==> config.mk <==
export PLATFORM = sky130hd
export DESIGN_NAME = cell_ref_cmd_sequencer_flat
export DESIGN_NICKNAME = d
export VERILOG_FILES = /design/src/rtl/cell_ref_cmd_sequencer_if.sv /design/src/rtl/cell_ref_cmd_sequencer.sv /design/src/flat_wrapper.sv
export SDC_FILE = /design/constraint.sdc
export NUM_CORES = 1
export LEC_CHECK = 0
export ABC_AREA = 0
export CORE_MARGIN = 1.5
export CORE_UTILIZATION = 45
export CTS_CLUSTER_SIZE = 16
export DETAILED_ROUTE_END_ITERATION = 8
export PLACE_DENSITY = 0.76
export SLEW_MARGIN = 20
export SYNTH_ARGS = -nofsm -noshare
export SYNTH_HDL_FRONTEND = slang
export SYNTH_SLANG_ARGS = --single-unit
export TNS_END_PERCENT = 5
==> constraint.sdc <==
create_clock -name clk -period 2.2 [get_ports clk]
set_clock_uncertainty 0.05 [all_clocks]
set_input_delay 0.33 -clock clk [delete_from_list [all_inputs] [get_ports clk]]
set_output_delay 0.33 -clock clk [all_outputs]
set_load 0.03 [all_outputs]
==> src/rtl/cell_ref_cmd_sequencer_if.sv <==
// Command handshake between the cell-reference sequencer and its consumer.
// Carries the decoded {op,row,col} with valid/ready flow control.
interface cell_ref_cmd_sequencer_if;
    logic [9:0] cmd_col;
    logic [9:0] cmd_row;
    logic [1:0] cmd_op;
    logic       cmd_valid;
    logic       cmd_ready;

    modport master (
        output cmd_col, cmd_row, cmd_op, cmd_valid,
        input  cmd_ready
    );

    modport slave (
        input  cmd_col, cmd_row, cmd_op, cmd_valid,
        output cmd_ready
    );
endinterface

==> src/rtl/cell_ref_cmd_sequencer.sv <==
// Frames UART bytes for the cell-reference parser, pulses its trigger, and
// hands the parsed {op,row,col} downstream over a valid/ready handshake.
module cell_ref_cmd_sequencer #(
    parameter logic [7:0] TERM_CHAR     = 8'h0D,
    parameter int         MIN_LEN       = 5,
    parameter int         MAX_LEN       = 7,
    parameter int         ACTIVE_CYCLES = 2,
    parameter int         SETTLE_CYCLES = 2,
    parameter int         TIMEOUT_CYC   = 100000
) (
    input  logic                     clk,
    input  logic                     rst_n,
    input  logic [7:0]               rx_data,
    input  logic                     rx_valid,
    output logic [8*MAX_LEN-1:0]     parse_input,
    output logic [2:0]               parse_number,
    output logic                     parse_active,
    input  logic [21:0]              parse_result,
    cell_ref_cmd_sequencer_if.master cmd,
    output logic                     err_len,
    output logic                     err_ovf,
    output logic [7:0]               drop_cnt
);

    localparam int TW = $clog2(TIMEOUT_CYC + 1);

    typedef enum logic [2:0] {COLLECT, DISCARD, FIRE, SETTLE, OUTPUT} state_t;

    state_t                 state_reg, state_next;
    logic [8*MAX_LEN-1:0]   buf_reg;
    logic [2:0]             count_reg;
    logic [2:0]             number_reg;
    logic [TW-1:0]          gap_reg;
    logic [7:0]             phase_reg;
    logic                   active_reg;
    logic [9:0]             col_reg, row_reg;
    logic [1:0]             op_reg;
    logic                   valid_reg;
    logic                   err_len_reg, err_ovf_reg;
    logic [7:0]             drop_reg;

    logic                   is_term;
    logic [3:0]             len_plus1;
    logic                   store_byte, clear_buf, fire_start, capture, drop;
    logic                   err_len_next, err_ovf_next;

    assign is_term   = (rx_data == TERM_CHAR);
    assign len_plus1 = {1'b0, count_reg} + 4'd1;

    always_ff @(posedge clk or negedge rst_n) begin
        if (!rst_n) state_reg <= COLLECT;
        else        state_reg <= state_next;
    end

    always_comb begin
        state_next   = state_reg;
        store_byte   = 1'b0;
        clear_buf    = 1'b0;
        fire_start   = 1'b0;
        capture      = 1'b0;
        drop         = 1'b0;
        err_len_next = 1'b0;
        err_ovf_next = 1'b0;
        case (state_reg)
            COLLECT: begin
                if (rx_valid) begin
                    if (is_term) begin
                        if (len_plus1 < 4'(MIN_LEN)) begin
                            err_len_next = 1'b1;
                            clear_buf    = 1'b1;
                        end else begin
                            store_byte = 1'b1;
                            fire_start = 1'b1;
                            state_next = FIRE;
                        end
                    end else if (count_reg == 3'(MAX_LEN - 1)) begin
                        err_ovf_next = 1'b1;
                        clear_buf    = 1'b1;
                        state_next   = DISCARD;
                    end else begin
                        store_byte = 1'b1;
                    end
                end else if (count_reg != 3'd0 && gap_reg == TW'(TIMEOUT_CYC - 1)) begin
                    // Stalled partial frame: drop it without flagging an error.
                    clear_buf = 1'b1;
                end
            end
            DISCARD: begin
                if (rx_valid && is_term) begin
                    clear_buf  = 1'b1;
                    state_next = COLLECT;
                end
            end
            FIRE: begin
                drop = rx_valid;
                if (phase_reg == 8'(ACTIVE_CYCLES - 1)) state_next = SETTLE;
            end
            SETTLE: begin
                drop = rx_valid;
                if (phase_reg == 8'(SETTLE_CYCLES - 1)) begin
                    capture    = 1'b1;
                    state_next = OUTPUT;
                end
            end
            OUTPUT: begin
                drop = rx_valid;
                if (valid_reg && cmd.cmd_ready) begin
                    clear_buf  = 1'b1;
                    state_next = COLLECT;
                end
            end
            default: state_next = COLLECT;
        endcase
    end

    always_ff @(posedge clk or negedge rst_n) begin
        if (!rst_n) begin
            buf_reg     <= '0;
            count_reg   <= '0;
            number_reg  <= '0;
            gap_reg     <= '0;
            phase_reg   <= '0;
            active_reg  <= 1'b0;
            col_reg     <= '0;
            row_reg     <= '0;
            op_reg      <= '0;
            valid_reg   <= 1'b0;
            err_len_reg <= 1'b0;
            err_ovf_reg <= 1'b0;
            drop_reg    <= '0;
        end else begin
            if (clear_buf) begin
                buf_reg   <= '0;
                count_reg <= '0;
            end else if (store_byte) begin
                for (int i = 0; i < MAX_LEN; i++) begin
                    if (count_reg == 3'(i)) buf_reg[8*i +: 8] <= rx_data;
                end
                count_reg <= len_plus1[2:0];
            end
            if (fire_start) number_reg <= len_plus1[2:0];

            if (state_reg != COLLECT || count_reg == 3'd0 || rx_valid || clear_buf)
                gap_reg <= '0;
            else
                gap_reg <= gap_reg + 1'b1;

            if (state_next != state_reg)
                phase_reg <= '0;
            else if (state_reg == FIRE || state_reg == SETTLE)
                phase_reg <= phase_reg + 8'd1;

            // Trigger tracks the FIRE state exactly, so it can never leak outside it.
            active_reg <= (state_next == FIRE);

            if (capture) begin
                op_reg  <= parse_result[21:20];
                row_reg <= parse_result[19:10];
                col_reg <= parse_result[9:0];
            end
            valid_reg <= (state_reg == OUTPUT) && !(valid_reg && cmd.cmd_ready);

            err_len_reg <= err_len_next;
            err_ovf_reg <= err_ovf_next;
            if (drop && drop_reg != 8'hFF) drop_reg <= drop_reg + 8'd1;
        end
    end

    assign parse_input   = buf_reg;
    assign parse_number  = number_reg;
    assign parse_active  = active_reg;
    assign cmd.cmd_col   = col_reg;
    assign cmd.cmd_row   = row_reg;
    assign cmd.cmd_op    = op_reg;
    assign cmd.cmd_valid = valid_reg;
    assign err_len       = err_len_reg;
    assign err_ovf       = err_ovf_reg;
    assign drop_cnt      = drop_reg;

endmodule
==> src/flat_wrapper.sv <==
// flat-port wrapper written by rule: the top's interface ports become plain ports
module cell_ref_cmd_sequencer_flat 
#(
    parameter logic [7:0] TERM_CHAR     = 8'h0D,
    parameter int         MIN_LEN       = 5,
    parameter int         MAX_LEN       = 7,
    parameter int         ACTIVE_CYCLES = 2,
    parameter int         SETTLE_CYCLES = 2,
    parameter int         TIMEOUT_CYC   = 100000
)
  (clk, rst_n, rx_data, rx_valid, parse_input, parse_number, parse_active, parse_result, err_len, err_ovf, drop_cnt, cmd_cmd_col, cmd_cmd_row, cmd_cmd_op, cmd_cmd_valid, cmd_cmd_ready);
  cell_ref_cmd_sequencer_if cmd_i ();
  input  logic clk;
  input  logic rst_n;
  input  logic [7:0] rx_data;
  input  logic rx_valid;
  output logic [8*MAX_LEN-1:0] parse_input;
  output logic [2:0] parse_number;
  output logic parse_active;
  input  logic [21:0] parse_result;
  output logic err_len;
  output logic err_ovf;
  output logic [7:0] drop_cnt;
  output wire logic [$bits(cmd_i.cmd_col)-1:0] cmd_cmd_col;
  output wire logic [$bits(cmd_i.cmd_row)-1:0] cmd_cmd_row;
  output wire logic [$bits(cmd_i.cmd_op)-1:0] cmd_cmd_op;
  output wire logic [$bits(cmd_i.cmd_valid)-1:0] cmd_cmd_valid;
  input wire logic [$bits(cmd_i.cmd_ready)-1:0] cmd_cmd_ready;
  assign cmd_cmd_col = cmd_i.cmd_col;
  assign cmd_cmd_row = cmd_i.cmd_row;
  assign cmd_cmd_op = cmd_i.cmd_op;
  assign cmd_cmd_valid = cmd_i.cmd_valid;
  assign cmd_i.cmd_ready = cmd_cmd_ready;
  cell_ref_cmd_sequencer #(.TERM_CHAR(TERM_CHAR), .MIN_LEN(MIN_LEN), .MAX_LEN(MAX_LEN), .ACTIVE_CYCLES(ACTIVE_CYCLES), .SETTLE_CYCLES(SETTLE_CYCLES), .TIMEOUT_CYC(TIMEOUT_CYC)) u_core (.clk(clk), .rst_n(rst_n), .rx_data(rx_data), .rx_valid(rx_valid), .parse_input(parse_input), .parse_number(parse_number), .parse_active(parse_active), .parse_result(parse_result), .cmd(cmd_i), .err_len(err_len), .err_ovf(err_ovf), .drop_cnt(drop_cnt));
endmodule
[Word-level counts from Yosys, hierarchy flattened]
Index checks and enable logic that the tools add are counted.
Storage, ports and cells
  output and inout port bits: 93
  word-level logic and storage cells: 120
  flip-flop bits (word level): 124
  bits of input ports: 34
Operators by class
  reductions and logical operators: 31
  equal/unequal tests: 16
  order comparisons: 1
  multiplexer cells: 48
  $add $sub $neg: 4
Operator list (number)
  $mux W56: 2
  $mux W8: 9
  $mux W3: 10
  $mux W1: 24
  $reduce_bool A2 Y1: 9
  $add A17 B1 Y17 const B: 1
  $eq A17 B17 Y1 const B: 1
  $mux W17: 1
  $add A8 B1 Y8 const B: 2
  $eq A3 B2 Y1 const B: 5
  $pmux W3 S5: 1
  $reduce_and A2 Y1: 7
  $eq A3 B3 Y1 const B: 4
  $eq A8 B1 Y1 const B: 1
  $eq A8 B4 Y1 const B: 1
  $ne A8 B8 Y1 const B: 1
  $eq A3 B1 Y1 const B: 2
  $logic_not A3 Y1: 2
  $reduce_bool A3 Y1: 2
  $logic_and A1 B1 Y1: 5
  $add A3 B1 Y4 const B: 1
  $logic_or A1 B1 Y1: 4
  $lt A4 B3 Y1 const B: 1
  $ne A3 B3 Y1: 1
  3 further kinds: 3

[Depth between registers and ports, before layout]
  word-level depth: 8
  mapped depth: 10
  gate-level depth less buffers: 7

[Worst setup path after synthesis]
Ideal clock, no wire load.
  path kind: flip-flop to flip-flop
  from: register u_core.count_reg[0]
  to: register u_core.phase_reg[1]
  data required time: 2.056 ns
  arrival: 2.265 ns
  period minus slack after synthesis: 2.409 ns
  path buffers: 1
  library setup time: 0.094 ns
  path slack: -0.209 ns
  cell stages (with the launch flop): 9
  cell sequence: dfrtp_1 ha_1 ha_1 nor2_1 o2111ai_1 o21ai_0 or3_1 buf_2 a211oi_1
Between the ends
  word-level cells in the longest chain between the ends: 8
  elaborated cells on any way between the ends: 11
  those cells by class: 1 x add/sub; 1 x order compare; 2 x eq/ne; 6 x mux; 1 x reduce/logical
Ends and longest elaborated chain
  start, declared: line cell_ref_cmd_sequencer.sv:31  | logic [2:0] count_reg;
  start signal, assigned: line cell_ref_cmd_sequencer.sv:139  | count_reg <= len_plus1[2:0];
  $add A3 B1 Y4: line cell_ref_cmd_sequencer.sv:48  | assign len_plus1 = {1'b0, count_reg} + 4'd1;
  $lt A4 B3 Y1: line cell_ref_cmd_sequencer.sv:68  | if (len_plus1 < 4'(MIN_LEN)) begin
  $mux W3: line cell_ref_cmd_sequencer.sv:68
  $mux W3 *: line cell_ref_cmd_sequencer.sv:67  | if (is_term) begin
  $mux W3 *: line cell_ref_cmd_sequencer.sv:66  | if (rx_valid) begin
  $pmux W3 S5 *: line cell_ref_cmd_sequencer.sv:64  | case (state_reg)
  $ne A3 B3 Y1 *: line cell_ref_cmd_sequencer.sv:148  | if (state_next != state_reg)
  $mux W8 / $reduce_bool A2 Y1 (equally long branches)
  end signal, assigned: line cell_ref_cmd_sequencer.sv:151  | phase_reg <= phase_reg + 8'd1;
  end, declared: line cell_ref_cmd_sequencer.sv:34  | logic [7:0] phase_reg;
Mark *: on every way between the ends. The rest lies on a longest branch, timed or not.
A chain may end at the register's enable or synchronous reset.

[Worst setup path in the final report]
  from: register u_core.count_reg[0]
  to: register u_core.buf_reg[24], in the netlist u_core.parse_input[24]
Between the ends
  word-level cells in the longest chain between the ends: 8
  elaborated cells on any way between the ends: 21
  those cells by class: 1 x add/sub; 1 x order compare; 2 x eq/ne; 12 x mux; 5 x reduce/logical
Ends and longest elaborated chain
  $add A3 B1 Y4: line cell_ref_cmd_sequencer.sv:48
  $lt A4 B3 Y1: line cell_ref_cmd_sequencer.sv:68
  $mux W1: line cell_ref_cmd_sequencer.sv:68
  $mux W1: line cell_ref_cmd_sequencer.sv:67
  $mux W1: line cell_ref_cmd_sequencer.sv:66
  $pmux W1 S3 / $mux W1 (equally long branches): line cell_ref_cmd_sequencer.sv:64
  $reduce_bool A2 Y1 (no line)
  $reduce_and A2 Y1 (no line)
  end signal, assigned by index: line cell_ref_cmd_sequencer.sv:137  | if (count_reg == 3'(i)) buf_reg[8*i +: 8] <= rx_data;
  end, declared: line cell_ref_cmd_sequencer.sv:30  | logic [8*MAX_LEN-1:0] buf_reg;
Parallel ways exist; a longest one is shown, timed or not.

==> metrics.cfg <==
[setup_path]
crit_top_cell=ha_4
cp-start-kind=register
worstPathArrival_ns=2.46
path_max_fanout=8
cp_slowest_stage_delay_ns=0.51
crit_path_end_kind=register
slowest_stage=nor3_4
crit_chain=ha_4 -> ha_4 -> nor2_4 -> nor4_4 -> buf_4 -> nor3_4 -> mux2i_1 -> nor2_1
cp_top_family=simple AND/OR/NAND/NOR gates
worstPathBufferInverterCount=1
crit_required_ns=2.45
worstSetupPathType=reg -> reg

[sta]
period_needed_ns=2.21
worst_pin_slew_ns=0.596
rsz0062_at_grt=true
fmax_mhz=453
fin_ws_ns=-0.00716
hold_slack_ns=0.350
timing.final.crit_share_pct=100
final.setup.tns_ns=-0.0140
maxSlewViolCount=0
relSlewSlack_pct=60.1
hold_viol=0
setup_viol=2

[clock_tree]
clk_pin_slew_ns=0.05
numCtsBuffers=17
root_buffer=clkbuf_16
cts_sinks=124
clock_path_buffers=2
cts.htree.levels=4
clk_latency_ns=0.42
cts_tree=done

[yosys]
ys_seq_area_share_pct=56.3
synth-seq-cells=124
yosys_most_used_dff=dfrtp_1
syn_area_per_cell_um2=11.2
netlist.area_leader.share_pct=56.3
syn_area_mm2=0.00551
yosys_warnings=0
synth_edf_count=0
syn_inst=493
syn_nets=536
synth.largest_area_cell=dfrtp_1
synth_cell_types=51
synth_area_leaders=dfrtp_1, mux2i_1, nor2_1, mux2_2, nand2_1
async_flop_share_pct=100

[pwr]
powerDensity_mw_per_mm2=1180
leakage_nw=3.68
ir_worst_vdd_mv=0.506

[cells_and_area]
num-fill-cells=890
final_cells=839
register_area_mm2=0.00310
multiInputGateArea_mm2=0.00235
final_nets=722
drive_above_1_share_pct=19.2
area_growth_pct=46.4
insertedDiodeCount=0
largest_reg_flops=56
final_cell_mix=clkdlybuf4s50_1, dfrtp_1, nor2_1, buf_4, nand2_1
fin_area_mm2=0.00807

[detailed_routing]
wire_per_inst_um=17.0
antenna_left=0
route.met3.wl_um=855
drt_iter0_drc=285
dr.pass1.iters=4
vias=4434
route.met2.wl_um=7230
wirelength_um=14200
via_per_inst=5.28
routed.top_layer=met4
m1WireLength_um=5820
route.detailed.drc=0

[grt]
grt_pass1_vias=4519
grt_max_degree=55
antenna_found_initial=0
grt.overflow.total=0
grtUsageTotal_pct=22.5
grt_pass1_wl_um=22500

[floorplanning]
fp.dieH_um=114
num_rows=40
core-area_mm2=0.0120
initial_core_util_pct=46.1
die_area_mm2=0.0129
die_width_um=114
ios=127

[min_path]
worstHoldPathType=in -> async

[place]
dpl.cell_count=798
place_hpwl_um=9810
io_buffers=126
gp_congestion=0.823
placed_area_mm2=0.00731
dp_slack_ns=-0.479

[flow_run]
max-cap-violations=0

[run_status]
status=finished, violations left
violations=setup timing

[path summary, 6_finish.rpt]
check | startpoint | end | slack (ns) | depth (start not counted)
max reg2reg | u_core.count_reg[0] | u_core.parse_input[24] | -0.007 | 8
min reg2reg | u_core.gap_reg[0] | u_core.gap_reg[0] | 0.43 | 1
min in group clk | u_core.gap_reg[0] | u_core.gap_reg[0] | 0.43 | 1
min | rst_n | u_core.parse_input[12] | 0.35 | 2
max in group asynchronous | rst_n | u_core.gap_reg[9] | 1.12 | 3
max | u_core.count_reg[0] | u_core.parse_input[24] | -0.007 | 8
[metrics by stage]
stage	utilization, %	total power, mW
detailed placement	61.2	6.63
floorplan	-	5.03
global placement	61.2	6.52
CTS	66.4	9.49
global route	67.5	9.97
finish	67.5	9.55
[logic make-up after synthesis]
logic type / after synthesis / share of synthesized area [%]
adder cells (fa/ha/maj): 9 / 2.04
XOR/XNOR: 31 / 4.92
buffers and inverters: 30 / 2.61
multiplexers: 57 / 10.9
AO/OA/AOI/OAI: 40 / 4.47
AND/OR/NAND/NOR: 202 / 18.8
flip-flops: 124 / 56.3
[report_power, final]
part	internal (mW)	leakage, nW	switching, mW
logic	1.57	1.77	2.06
registers	2.79	1.62	0.347
clock network	1.83	0.292	0.947
[cell type report]
cell class | count | share of cell area, %
Sequential cell | 124 | 38.4
Multi-Input combinational cell | 339 | 29.1
Timing Repair Buffer | 187 | 22.5
Clock buffer | 24 | 5.84
Tap cell | 147 | 2.28
Clock inverter | 8 | 1.43
Inverter | 10 | 0.465
[Yosys cell counts, types with 2 or more instances]
cell type and instances:
nand4_1 10, buf_2 7, nand3_1 28, buf_1 4
nand2b_1 3, inv_1 10, xnor2_1 15, mux2i_1 33
mux2_2 24, nor3_1 6, o22ai_1 2, or4_4 2
and2_1 5, nor4_4 2, and3_1 8, nand3_4 2
clkbuf_1 6, dfrtp_1 124, nor4_1 3, ha_1 9
buf_6 3, nor2_1 75, nand2_1 43, o21ai_0 8
and4b_1 2, xor2_1 16, a21oi_1 17, or3_1 3
[layer usage]
metal  global-route usage [%]  vias to the layer above
met1                     27.7                     2191
li1                         -                     2081
met2                     37.2                      136
met5                        0                        -
met3                     5.84                       26
met4                     10.3                        0
[repair_timing]
item                                    in CTS  in global routing
hold endpoints to repair                    26                  0
cloned                                       0                  2
hold buffers                                 1                  0
pin swaps                                    3                 10
endpoints found under the setup margin      59                 67
resized for setup                            3                  9
buffers inserted                             2                  4
No activity file was read; power rests on OpenSTA's default activity.
